File: src/rtl/adder_settle_ctrl.sv
// adder_settle_ctrl: clocked wrapper around a 16-bit combinational adder.
// Launches an operand pair onto registered adder inputs, waits a programmable
// number of cycles for the ripple to settle, then registers sum, carry-out and
// signed overflow and offers them over a valid/ready handshake.
module adder_settle_ctrl #(
  parameter int WIDTH         = 16,
  parameter int SETTLE_CYCLES = 4
) (
  input  logic             clk,
  input  logic             rst,
  // upstream operand handshake
  input  logic             in_valid,
  output logic             in_ready,
  input  logic [WIDTH-1:0] in_a,
  input  logic [WIDTH-1:0] in_b,
  input  logic             in_ci,
  // attached combinational adder
  output logic [WIDTH-1:0] add_a,
  output logic [WIDTH-1:0] add_b,
  output logic             add_ci,
  input  logic [WIDTH-1:0] add_s,
  input  logic             add_co,
  // downstream result handshake
  output logic             out_valid,
  input  logic             out_ready,
  output logic [WIDTH-1:0] out_s,
  output logic             out_co,
  output logic             out_ovf
);

  typedef enum logic [1:0] {
    IDLE   = 2'd0,
    SETTLE = 2'd1,
    HOLD   = 2'd2
  } state_t;

  // Counter starts at SETTLE_CYCLES-1 so capture lands SETTLE_CYCLES edges
  // after the accept edge (capture happens on the edge that sees cnt==0).
  localparam logic [7:0] CNT_LOAD = 8'(SETTLE_CYCLES - 1);

  state_t           state_q, state_d;
  logic [7:0]       cnt_q, cnt_d;
  logic [WIDTH-1:0] add_a_q, add_a_d;
  logic [WIDTH-1:0] add_b_q, add_b_d;
  logic             add_ci_q, add_ci_d;
  logic [WIDTH-1:0] out_s_q, out_s_d;
  logic             out_co_q, out_co_d;
  logic             out_ovf_q, out_ovf_d;
  logic             ovf_now;

  // Ready only while idle and not being reset, so nothing slips in during reset.
  assign in_ready = (state_q == IDLE) && !rst;

  // Signed overflow: operands share a sign that the sum does not.
  assign ovf_now = (add_a_q[WIDTH-1] == add_b_q[WIDTH-1]) &&
                   (add_s[WIDTH-1]   != add_a_q[WIDTH-1]);

  // Next-state and datapath load decisions; every register holds by default.
  always_comb begin
    state_d   = state_q;
    cnt_d     = cnt_q;
    add_a_d   = add_a_q;
    add_b_d   = add_b_q;
    add_ci_d  = add_ci_q;
    out_s_d   = out_s_q;
    out_co_d  = out_co_q;
    out_ovf_d = out_ovf_q;
    case (state_q)
      IDLE: begin
        if (in_valid) begin
          add_a_d  = in_a;
          add_b_d  = in_b;
          add_ci_d = in_ci;
          cnt_d    = CNT_LOAD;
          state_d  = SETTLE;
        end
      end
      SETTLE: begin
        if (cnt_q != 8'd0) begin
          cnt_d = cnt_q - 8'd1;
        end else begin
          out_s_d   = add_s;
          out_co_d  = add_co;
          out_ovf_d = ovf_now;
          state_d   = HOLD;
        end
      end
      HOLD: begin
        if (out_ready) begin
          state_d = IDLE;
        end
      end
      default: begin
        state_d = IDLE;
      end
    endcase
  end

  // State and datapath registers; reset discards any operation in flight.
  always_ff @(posedge clk) begin
    if (rst) begin
      state_q   <= IDLE;
      cnt_q     <= 8'd0;
      add_a_q   <= '0;
      add_b_q   <= '0;
      add_ci_q  <= 1'b0;
      out_s_q   <= '0;
      out_co_q  <= 1'b0;
      out_ovf_q <= 1'b0;
    end else begin
      state_q   <= state_d;
      cnt_q     <= cnt_d;
      add_a_q   <= add_a_d;
      add_b_q   <= add_b_d;
      add_ci_q  <= add_ci_d;
      out_s_q   <= out_s_d;
      out_co_q  <= out_co_d;
      out_ovf_q <= out_ovf_d;
    end
  end

  assign add_a     = add_a_q;
  assign add_b     = add_b_q;
  assign add_ci    = add_ci_q;
  assign out_valid = (state_q == HOLD);
  assign out_s     = out_s_q;
  assign out_co    = out_co_q;
  assign out_ovf   = out_ovf_q;

endmodule

File: config.mk
export PLATFORM = sky130hd
export DESIGN_NAME = adder_settle_ctrl
export DESIGN_NICKNAME = d
export VERILOG_FILES = /design/src/rtl/adder_settle_ctrl.sv
export SDC_FILE = /design/constraint.sdc
export NUM_CORES = 1
export LEC_CHECK = 0
export ABC_CLOCK_PERIOD_IN_PS = 1500
export CAP_MARGIN = 25
export CORE_MARGIN = 5
export CORE_UTILIZATION = 37
export DETAILED_ROUTE_END_ITERATION = 8
export GPL_ROUTABILITY_DRIVEN = 0
export MAX_ROUTING_LAYER = met4
export PLACE_DENSITY = 0.87
export SLEW_MARGIN = 40
export SYNTH_ARGS = -nofsm -noshare
export SYNTH_HDL_FRONTEND = slang
export SYNTH_SLANG_ARGS = --single-unit
File: constraint.sdc
create_clock -name clk -period 1.5 [get_ports clk]
set_clock_uncertainty 0.15 [all_clocks]
set_input_delay 0.375 -clock clk [delete_from_list [all_inputs] [get_ports clk]]
set_output_delay 0.375 -clock clk [all_outputs]
set_load 0.01 [all_outputs]
After elaboration in Yosys (flattened, before gate mapping)
Cells that the tools add are included.
{"block": "classes", "n_reduce_logical": 10, "n_mux": 7, "eq_ne": 8, "bitwise": 1, "add_sub_neg": 1}
{"cell": "$mux 8", "n": 2}
{"cell": "$pmux 8 s2", "n": 1}
{"cell": "$reduce_bool 8->1", "n": 1}
{"cell": "$sub 8x1->8 const B", "n": 1}
{"cell": "$mux 2", "n": 3}
{"cell": "$ne 2x2->1 const B", "n": 3}
{"cell": "$pmux 2 s3", "n": 1}
{"cell": "$reduce_and 3->1", "n": 2}
{"cell": "$reduce_and 2->1", "n": 2}
{"cell": "$eq 2x1->1 const B", "n": 1}
{"cell": "$eq 2x2->1 const B", "n": 1}
{"cell": "$logic_and 1x1->1", "n": 2}
{"cell": "$logic_not 2->1", "n": 1}
{"cell": "$ne 2x1->1 const B", "n": 1}
{"cell": "$reduce_bool 2->1", "n": 1}
{"cell": "$eq 1x1->1", "n": 1}
{"cell": "$logic_not 1->1", "n": 1}
{"cell": "$ne 1x1->1", "n": 1}
{"cell": "$not 1->1", "n": 1}
{"block": "word_totals", "out_inout_bits": 53, "input_bits": 54, "word_cells": 35, "regBits": 61}

Depth between registers and ports, before layout
Gate-level depths: netlist (run 1).
{"block": "depth", "depth_word": 3, "depth_mapped": 7, "mapped_depth_nobuf": 6}

Worst setup path after synthesis (run 1)
No wires, ideal clock.
{"block": "synth_path", "path_type": "reg2reg", "from": "register cnt_q[0]", "to": "register cnt_q[7]", "required_ns": 1.280, "path_stages_with_launch": 7, "setup_time_ns": 0.070, "n_path_buf": 0, "arrival_time_ns": 1.484, "period_less_slack_ns": 1.704, "path_slack_ns": -0.204, "cell_sequence": "dfxtp_1 > inv_1 > ha_1 > nand4bb_1 > o21ai_4 > or4b_1 > a21oi_1"}
{"block": "synth_via", "elab_chain_len": 3, "word_cells_on_any_way": 6, "cone_classes": "add/sub: 1; eq/ne: 1; mux: 2; reduce/logical: 2"}
{"item": "from (decl)", "line_no": "42", "source": "logic [7:0] cnt_q, cnt_d;"}
{"item": "from (signal assigned)", "line_no": "112", "source": "cnt_q <= cnt_d;"}
{"item": "$sub 8x1->8 / $reduce_bool 8->1 (equally long branches)", "line_no": "80, 79"}
{"item": "$mux 8 / $ne 2x2->1 (equally long branches)"}
{"item": "$pmux 8 s2 / $reduce_and 3->1 (equally long branches)"}
Several ways; a longest one is shown, not always the timed one. The select of a mux whose other input is x is not followed.
A chain may end at the register's enable or synchronous reset.

Worst setup path in the final report (run 1)
{"block": "layout_path", "from": "register cnt_q[4]", "to": "register cnt_q[2]"}
{"block": "layout_via", "elab_chain_len": 3}
{"item": "$reduce_bool 8->1", "line_no": "79", "source": "if (cnt_q != 8'd0) begin"}
{"item": "$ne 2x2->1 (no line)"}
{"item": "$reduce_and 3->1 (no line)"}
Every way passes these cells.

==> reports/results.env, run 1 <==
MAXIMUM_NUMBER_OF_PINS_ON_ONE_NET_BEFORE_GLOBAL_ROUTE_REPAIR=34
FLOORPLAN.DIE_AREA_MM2=0.00792
AREA_DELTA_SYNTH_FINAL_PCT=68.9
CRITICAL_PATH_ARRIVAL_NS=1.78
HOLD_PATH.STARTPOINT='add_b[2]'
WORST_SLACK_NS=-0.209
MIN_PATH_CELLS=2
SYNTHESIS.NETS=323
REGTOREGSTARTPOINT='cnt_q[4]'
SYNTH.AREA.TOP_CELLS='sky130_fd_sc_hd__dfxtp_1, sky130_fd_sc_hd__nand2_1, sky130_fd_sc_hd__a21oi_1, sky130_fd_sc_hd__mux2i_1, sky130_fd_sc_hd__nor2_1'
DETAILEDPLACE.WORSTSLACK_NS=-0.497
TIMING.HOLD.WORST_ENDPOINT='add_b[2]'
POST-PLACE-CELLS=456
ANT_NETS=0
TIMING.RR.END='cnt_q[2]'
ANTENNA_FOUND_INITIAL=0
ROUTE.VIAS.TOTAL=2256
DETAIL_ROUTE.DRC_VIOLATIONS=0
PLACED_CELL_AREA_MM2=0.00363
CTS-ROOT-TO-SINK-BUFFERS=2
TIMING.FMAX_GHz=0.585
WORST-ENDPOINT-REQUIRED_NS=1.57
TIMING.HOLD.WORST.CLASS='flop to flop'
TIMING.CRITICAL_PATH.FROM_TYPE='flop'
P_PER_AREA_mW_PER_MM2=1310
CTS_TREE='done'
POWER.LEAKAGE_uW=0.00178
VIASPERCELL=4.78
TIMING_WORST_SLEW_PIN_VALUE_NS=0.330
GR-USAGE-ALL-LAYERS_PCT=16.9
MAX_TRANSITION_VIOLS_FINAL=0
TIMING.REG2REG.WORST_PATH_DEPTH=5
ANTENNA_CELLS=0
DESIGN_AREA_MM2=0.00390
DIE_X_UM=89.0
SYNTH.YOSYS.SEQ_AREA_SHARE_PCT=52.9
INITIAL_UTILIZATION_PCT=38.6
PORTBUFFERS=106
DETAIL_ROUTE.WL_PER_CELL_UM=14.1
SYNTH_CELL_TYPES=34
DRT-TOTAL-WL_MM=6.64
REG2REG_SLACK_NS=-0.21
N_FILL_CELL=504
SYN_AVG_CELL_AREA_UM2=8.65
SYNTH_WARNINGS=0
CORE.ROWCOUNT=28
POST-ROUTE-MIN-PERIOD_NS=1.71
HOLD_VIOL_FINAL=0
DRIVE_GT1_SHARE_PCT=18.1
RSZ0062_AT_GRT='true'
CORE_REGION_AREA_MM2=0.00599
SYNTH.TOP_CELL.AREA_SHARE_PCT=52.9
CLOCK_INSERTION_DELAY_WORST_SKEW_NS=0.33
FINAL_CELLS=472
HPWL_MM=4.65
WIRE_LENGTH_OF_THE_FIRST_GLOBAL_ROUTING_PASS_MM=10.1
FAILING_CHECKS='setup timing'
MAX_CAP_VIOLATIONS=0
SEQCELLAREA_MM2=0.00124
POSTSYNTH.TOPFLOPCELL='sky130_fd_sc_hd__dfxtp_1'
CTS.HTREE.LEVELS=3
GRT_PASS1_VIAS=2295
MOST_USED_STANDARD_CELL_BY_INSTANCE_COUNT_AFTER_SYNTHESIS='sky130_fd_sc_hd__nand2_1'
SYNTH_ENABLE_FLOP_CELLS=0
DRTPASS1ITERATIONS=5
NUMCLOCKSINKS=61
SYN-CELL-AREA_MM2=0.00231
TIMING.CRITICAL_PATH.TO_TYPE='flop'
ASYNCSETRESETFLOPFRACSYNTH_PCT=0
CLOCK_TREE.ROOT_CELL='sky130_fd_sc_hd__clkbuf_8'
POSTSYNTHCELLCOUNT=267
PERIOD_SHARE_PCT=114
IO-PIN-COUNT=107
VDD_IR_DROP_MAX_V=0.000656
CRIT_FANOUT=4
DETAILEDROUTE.FIRSTITERATIONVIOLATIONS=60
SLEW-LIMIT-HEADROOM_PCT=78.0
YS_TOP_CELLS_BY_COUNT='sky130_fd_sc_hd__nand2_1, sky130_fd_sc_hd__dfxtp_1, sky130_fd_sc_hd__a21oi_1, sky130_fd_sc_hd__nor2_1, sky130_fd_sc_hd__mux2i_1'
CLOCK_PIN_SLEW_ON_THE_WORST_SETUP_AND_HOLD_PATHS_NS=0.06
CTS_BUFFERS=9
YS_SEQ_ELEMENTS=61
GLOBAL_ROUTE.OVERFLOW_TOTAL=0
DIE_HEIGHT_UM=89.0
MULTI_INPUT_COMB_AREA_MM2=0.00111
OUTCOME='complete, but fails checks'
FINAL_NETS=450
CRITICAL_PATH_CLASS='flop to flop'
YOSYS.AREA.TOP_TYPE='sky130_fd_sc_hd__dfxtp_1'
FINAL_NUMBER_OF_SETUP_VIOLATING_ENDPOINTS=27
==> metal layers <==
metal,wire (um),vias up,global-route usage (%)
li1,-,1142,-
met1,2570,1029,18.0
met2,3380,76,29.3
met3,591,9,5.16
met4,99,0,6.36
met5,0,-,-
==> critical path, stage by stage, from the launching register on <==
cell and delay (ns):
sky130_fd_sc_hd__dfxtp_2 0.34, sky130_fd_sc_hd__or4_4 0.58, sky130_fd_sc_hd__o211ai_2 0.19, sky130_fd_sc_hd__buf_4 0.15, sky130_fd_sc_hd__xor2_1 0.13, sky130_fd_sc_hd__nor2_1 0.06
==> kinds of logic after synthesis <==
group	synth area share, %
simple gates	21.8
flops	52.9
compound gates	12.4
buf+inv	3.63
mux	7.80
fa+ha+maj	1.08
xor+xnor	0.379
==> placed cells by master, fill, tap and decap left out, types with 2 or more instances in the layout <==
master                            instances
sky130_fd_sc_hd__a21oi_1                 38
sky130_fd_sc_hd__buf_12                   2
sky130_fd_sc_hd__buf_2                    2
sky130_fd_sc_hd__buf_4                   20
sky130_fd_sc_hd__buf_6                    4
sky130_fd_sc_hd__clkbuf_2                 2
sky130_fd_sc_hd__clkbuf_8                12
sky130_fd_sc_hd__clkdlybuf4s15_1         15
sky130_fd_sc_hd__clkdlybuf4s50_1         52
sky130_fd_sc_hd__dfxtp_1                 53
sky130_fd_sc_hd__dfxtp_2                  5
sky130_fd_sc_hd__dfxtp_4                  3
sky130_fd_sc_hd__dlygate4sd2_1           34
sky130_fd_sc_hd__inv_2                    2
sky130_fd_sc_hd__mux2i_1                 18
sky130_fd_sc_hd__nand2_1                 68
sky130_fd_sc_hd__nor2_1                  23
sky130_fd_sc_hd__nor2b_1                  2
sky130_fd_sc_hd__nor3_1                   2
sky130_fd_sc_hd__nor3_2                   3
sky130_fd_sc_hd__o21ai_0                  2
sky130_fd_sc_hd__o21ai_1                  3
sky130_fd_sc_hd__or3_1                    4
==> sequential cells by signal (all words and copies together), names as in the netlist <==
register,count
add_a,16
add_b,16
add_ci,1
cnt_q,8
out_co,1
out_ovf,1
out_s,16
state_q,2
==> report_power, final <==
| part | leakage, uW | switching, uW | internal, uW | total [uW] |
|---|---|---|---|---|
| Clock | 0.000102 | 570 | 886 | 1460 |
| Sequential | 0.000502 | 141 | 1830 | 1970 |
| Combinational | 0.00118 | 775 | 900 | 1670 |
==> through the flow <==
stage	utilization (%)	power (uW)	hold WS [ns]	TNS [ns]
6_report	65.1	5100	0.299	-2.74
5_1_grt	65.1	5410	0.323	-5.54
3_5_place_dp	60.7	3600	0.298	-13.24
3_3_place_gp	60.7	3540	0.291	-11.02
4_1_cts	63.5	5030	0.304	-1.72
2_1_floorplan	-	2810	0.316	-0.229
==> worst max path at each step <==
| stage | startpoint | endpoint | slack, ns | cells past startpoint |
|---|---|---|---|---|
| floorplan | cnt_q[0] | cnt_q[7] | -0.06 | 6 |
| global placement | in_valid | cnt_q[7] | -0.46 | 5 |
| detailed placement | in_valid | cnt_q[7] | -0.50 | 5 |
| CTS | cnt_q[4] | cnt_q[2] | -0.18 | 5 |
| global route | cnt_q[4] | cnt_q[4] | -0.28 | 5 |
| finish | cnt_q[4] | cnt_q[2] | -0.21 | 5 |
==> final cells by class <==
class,instances,share of cell area [%]
inverters,3,0.289
flip-flops and latches,61,31.8
clock inverters,1,0.770
repair buffers,132,32.0
multi-input cells,187,28.4
well taps,75,2.41
clock buffers,13,4.33
==> repair_timing <==
item                                   in CTS  in global routing
hold buffers                                0                  0
setup endpoints to repair                  80                 79
pin swaps                                   3                  7
gates cloned                                0                  1
endpoints found under the hold margin       0                  0
buffers inserted                            0                  1
resized for setup                          67                 36
Power figures use the tool's default switching activity.
==> run 2: changes to the inputs <==
==> config.mk (replaced) <==
export PLATFORM = sky130hd
export DESIGN_NAME = adder_settle_ctrl
export DESIGN_NICKNAME = d
export VERILOG_FILES = /design/src/rtl/adder_settle_ctrl.sv
export SDC_FILE = /design/constraint.sdc
export NUM_CORES = 1
export LEC_CHECK = 0
export ABC_CLOCK_PERIOD_IN_PS = 1700
export CAP_MARGIN = 25
export CORE_MARGIN = 5
export CORE_UTILIZATION = 41
export DETAILED_ROUTE_END_ITERATION = 8
export PLACE_DENSITY = 0.91
export SLEW_MARGIN = 40
export SYNTH_ARGS = -nofsm -noshare
export SYNTH_HDL_FRONTEND = slang
export SYNTH_SLANG_ARGS = --single-unit
==> constraint.sdc (replaced) <==
create_clock -name clk -period 1.7 [get_ports clk]
set_clock_uncertainty 0.15 [all_clocks]
set_input_delay 0.425 -clock clk [delete_from_list [all_inputs] [get_ports clk]]
set_output_delay 0.425 -clock clk [all_outputs]
set_load 0.01 [all_outputs]
==> reports/results.env, run 2 (same netlist as run 1, synthesis figures left out) <==
OUTCOME='complete, but fails checks'  # unchanged
FAILING_CHECKS='setup timing'  # unchanged
CRITICAL_PATH_DEPTH=5  # unchanged
CLOCK_TREE.ROOT_CELL='sky130_fd_sc_hd__clkbuf_8'  # unchanged
MAX_TRANSITION_VIOLS_FINAL=0  # unchanged
DIE_X_UM=85.1  # was 89.0 um
GLOBALPLACE.CONGESTION=0.781
MOST-COMMON-LAYOUT-CELLS='sky130_fd_sc_hd__nand2_1, sky130_fd_sc_hd__dfxtp_1, sky130_fd_sc_hd__clkdlybuf4s50_1'  # unchanged
REGTOREGSTARTPOINT='cnt_q[2]'  # was cnt_q[4]
ANTENNA_CELLS=0  # unchanged
MAX_CAP_VIOLATIONS=0  # unchanged
P_PER_AREA_mW_PER_MM2=1200  # was 1310 mW/mm2
TIMING.HOLD.WORST.CLASS='flop to flop'  # unchanged
SEQCELLAREA_MM2=0.00123  # was 0.00124 mm2
FINAL.HOLD.WORST_SLACK_NS=0.299  # about the same
PERIOD_SHARE_PCT=105  # was 114%
TIMING.FMAX_GHz=0.560  # was 0.585 GHz
WORST_SLACK_NS=-0.0873  # was -0.209 ns
POWER.LEAKAGE_uW=0.00182  # was 0.00178 uW
CRITICAL_PATH_ARRIVAL_NS=1.84  # was 1.78 ns
CTS-ROOT-TO-SINK-BUFFERS=2  # unchanged
AREA_DELTA_SYNTH_FINAL_PCT=66.3  # was 68.9%
NUMCLOCKSINKS=61  # unchanged
WORST_PATH_LARGEST_CELL_DELAY_NS=0.57  # was 0.58 ns
FINAL_NETS=445  # was 450
VIASPERCELL=4.83  # was 4.78
CP_SLOWEST_CELL='sky130_fd_sc_hd__or4_4'  # unchanged
CRITICAL-PATH-TOP-DELAY-FAMILY='simple AND/OR/NAND/NOR gates'  # unchanged
DIE_HEIGHT_UM=85.1  # was 89.0 um
SLEW-LIMIT-HEADROOM_PCT=61.2  # was 78.0%
ANT_NETS=0  # unchanged
ANTENNA_FOUND_INITIAL=0  # unchanged
MULTI_INPUT_COMB_AREA_MM2=0.00110  # was 0.00111 mm2
CTS.HTREE.LEVELS=3  # unchanged
DRTPASS1ITERATIONS=4  # was 5
CTS_TREE='done'  # unchanged
HOLD_VIOL_FINAL=0  # unchanged
CTS_BUFFERS=9  # unchanged
HOLD_PATH.STARTPOINT='add_a[10]'  # was add_b[2]
DETAIL_ROUTE.DRC_VIOLATIONS=0  # unchanged
GLOBAL_ROUTE.OVERFLOW_TOTAL=0  # unchanged
TIMING.CRITICAL_PATH.TO_TYPE='flop'  # unchanged
CLOCK_PIN_SLEW_ON_THE_WORST_SETUP_AND_HOLD_PATHS_NS=0.07  # was 0.06 ns
CORE_REGION_AREA_MM2=0.00551  # was 0.00599 mm2
RSZ0062_AT_GRT='true'  # unchanged
REG2REG_SLACK_NS=-0.09  # was -0.21 ns
ROUTE.VIAS.TOTAL=2246  # was 2,256
TIMING.HOLD.WORST_ENDPOINT='add_a[10]'  # was add_b[2]
GRT_PASS1_VIAS=2163  # was 2,295
WORST-ENDPOINT-REQUIRED_NS=1.75  # was 1.57 ns
MIN_PATH_CELLS=2  # unchanged
WORSTPATHBUFFERINVERTERCOUNT=1  # unchanged
PATH_CELLS='or4_4, o21ai_4, buf_6, or3_1, a21oi_1'  # was or4_4, o211ai_2, buf_4, xor2_1, nor2_1
GR-USAGE-ALL-LAYERS_PCT=17.5  # was 16.9%
FINALCOREUTILIZATION_PCT=69.8  # was 65.1%
PORTBUFFERS=106  # unchanged
TIMING.CRITICAL_PATH.FROM_TYPE='flop'  # unchanged
POST-ROUTE-MIN-PERIOD_NS=1.79  # was 1.71 ns
DRT-TOTAL-WL_MM=6.59  # was 6.64 mm
MOSTFREQUENTLAYOUTCELL='sky130_fd_sc_hd__nand2_1'  # unchanged
DETAIL_ROUTE.WL_PER_CELL_UM=14.2  # was 14.1 um
MAXIMUM_NUMBER_OF_PINS_ON_ONE_NET_BEFORE_GLOBAL_ROUTE_REPAIR=57  # was 34
INITIAL_UTILIZATION_PCT=41.9  # was 38.6%
CRIT_FANOUT=7  # was 4
CLOCK_INSERTION_DELAY_WORST_SKEW_NS=0.33  # about the same
VDD_IR_DROP_MAX_V=0.000642  # was 0.000656 V
CRITICAL_PATH_CLASS='flop to flop'  # unchanged
WIRE_LENGTH_OF_THE_FIRST_GLOBAL_ROUTING_PASS_MM=10.2  # was 10.1 mm
DRIVE_GT1_SHARE_PCT=15.0  # was 18.1%
IO-PIN-COUNT=107  # unchanged
HPWL_MM=4.37  # was 4.65 mm
TIMING.REG2REG.WORST_PATH_DEPTH=5  # unchanged
TIMING_WORST_SLEW_PIN_VALUE_NS=0.582  # was 0.330 ns
DETAILEDROUTE.FIRSTITERATIONVIOLATIONS=127  # was 60
FINAL_NUMBER_OF_SETUP_VIOLATING_ENDPOINTS=15  # was 27
N_FILL_CELL=435  # was 504
FLOORPLAN.DIE_AREA_MM2=0.00723  # was 0.00792 mm2
CORE.ROWCOUNT=27  # was 28
TIMING.RR.END='cnt_q[3]'  # was cnt_q[2]
[run 2: layout make-up]
class	instances	share of cell area, %
Sequential cell	61	32.0
Timing Repair Buffer	127	31.2
Tap cell	72	2.35
Clock buffer	10	3.58
Multi-Input combinational cell	187	28.7
Clock inverter	5	1.95
Inverter	3	0.293
[run 2: report_power, final]
part	switching, uW	total, uW	internal [uW]
clock	532	1380	849
combinational	695	1490	792
sequential	126	1740	1610
total	1350	4600	3250
[run 2: metal layers]
| metal | up-vias | global-route usage (%) | wire length, um |
|---|---|---|---|
| met2 | 80 | 29.9 | 3300 |
| met4 | 0 | 7.05 | 88 |
| li1 | 1133 | - | - |
| met3 | 8 | 6.31 | 532 |
| met1 | 1025 | 19.7 | 2670 |
| met5 | - | 0 | 0 |
[run 2: worst max path at each step]
stage / from / to / slack (ns)
2_1_floorplan: cnt_q[0] / cnt_q[7] / 0.009
3_3_place_gp: in_valid / cnt_q[7] / -0.31
3_5_place_dp: in_valid / cnt_q[7] / -0.33
4_1_cts: state_q[0] / in_ready / -0.009
5_1_grt: cnt_q[2] / cnt_q[3] / -0.11
6_report: cnt_q[2] / cnt_q[3] / -0.09
[run 2: per-stage QoR]
| step | instances | setup slack [ns] | total power [uW] | instance area (um2) | setup TNS (ns) |
|---|---|---|---|---|---|
| floorplan | 267 | 0.00939 | 2420 | 2310 | 0 |
| global placement | 445 | -0.306 | 3010 | 3530 | -4.53 |
| detailed placement | 445 | -0.335 | 3060 | 3530 | -5.55 |
| CTS | 462 | -0.00898 | 4440 | 3730 | -0.00898 |
| global route | 465 | -0.113 | 4870 | 3840 | -1.61 |
| finish | 465 | -0.0873 | 4600 | 3840 | -0.387 |
[run 2: worst register-to-register path, stage by stage, from the launching register on]
cell and delay (ns):
sky130_fd_sc_hd__dfxtp_2 0.36, sky130_fd_sc_hd__or4_4 0.57, sky130_fd_sc_hd__o21ai_4 0.23, sky130_fd_sc_hd__buf_6 0.15, sky130_fd_sc_hd__or3_1 0.13, sky130_fd_sc_hd__a21oi_1 0.07
[run 2: what timing repair did]
| item | 4_1_cts | 5_1_grt |
|---|---|---|
| gates resized for setup | 61 | 18 |
| buffers inserted | 2 | 2 |
| hold buffers | 0 | 0 |
| pin swaps | 1 | 5 |
| gates cloned | 0 | 1 |
| setup endpoints to repair | 77 | 24 |
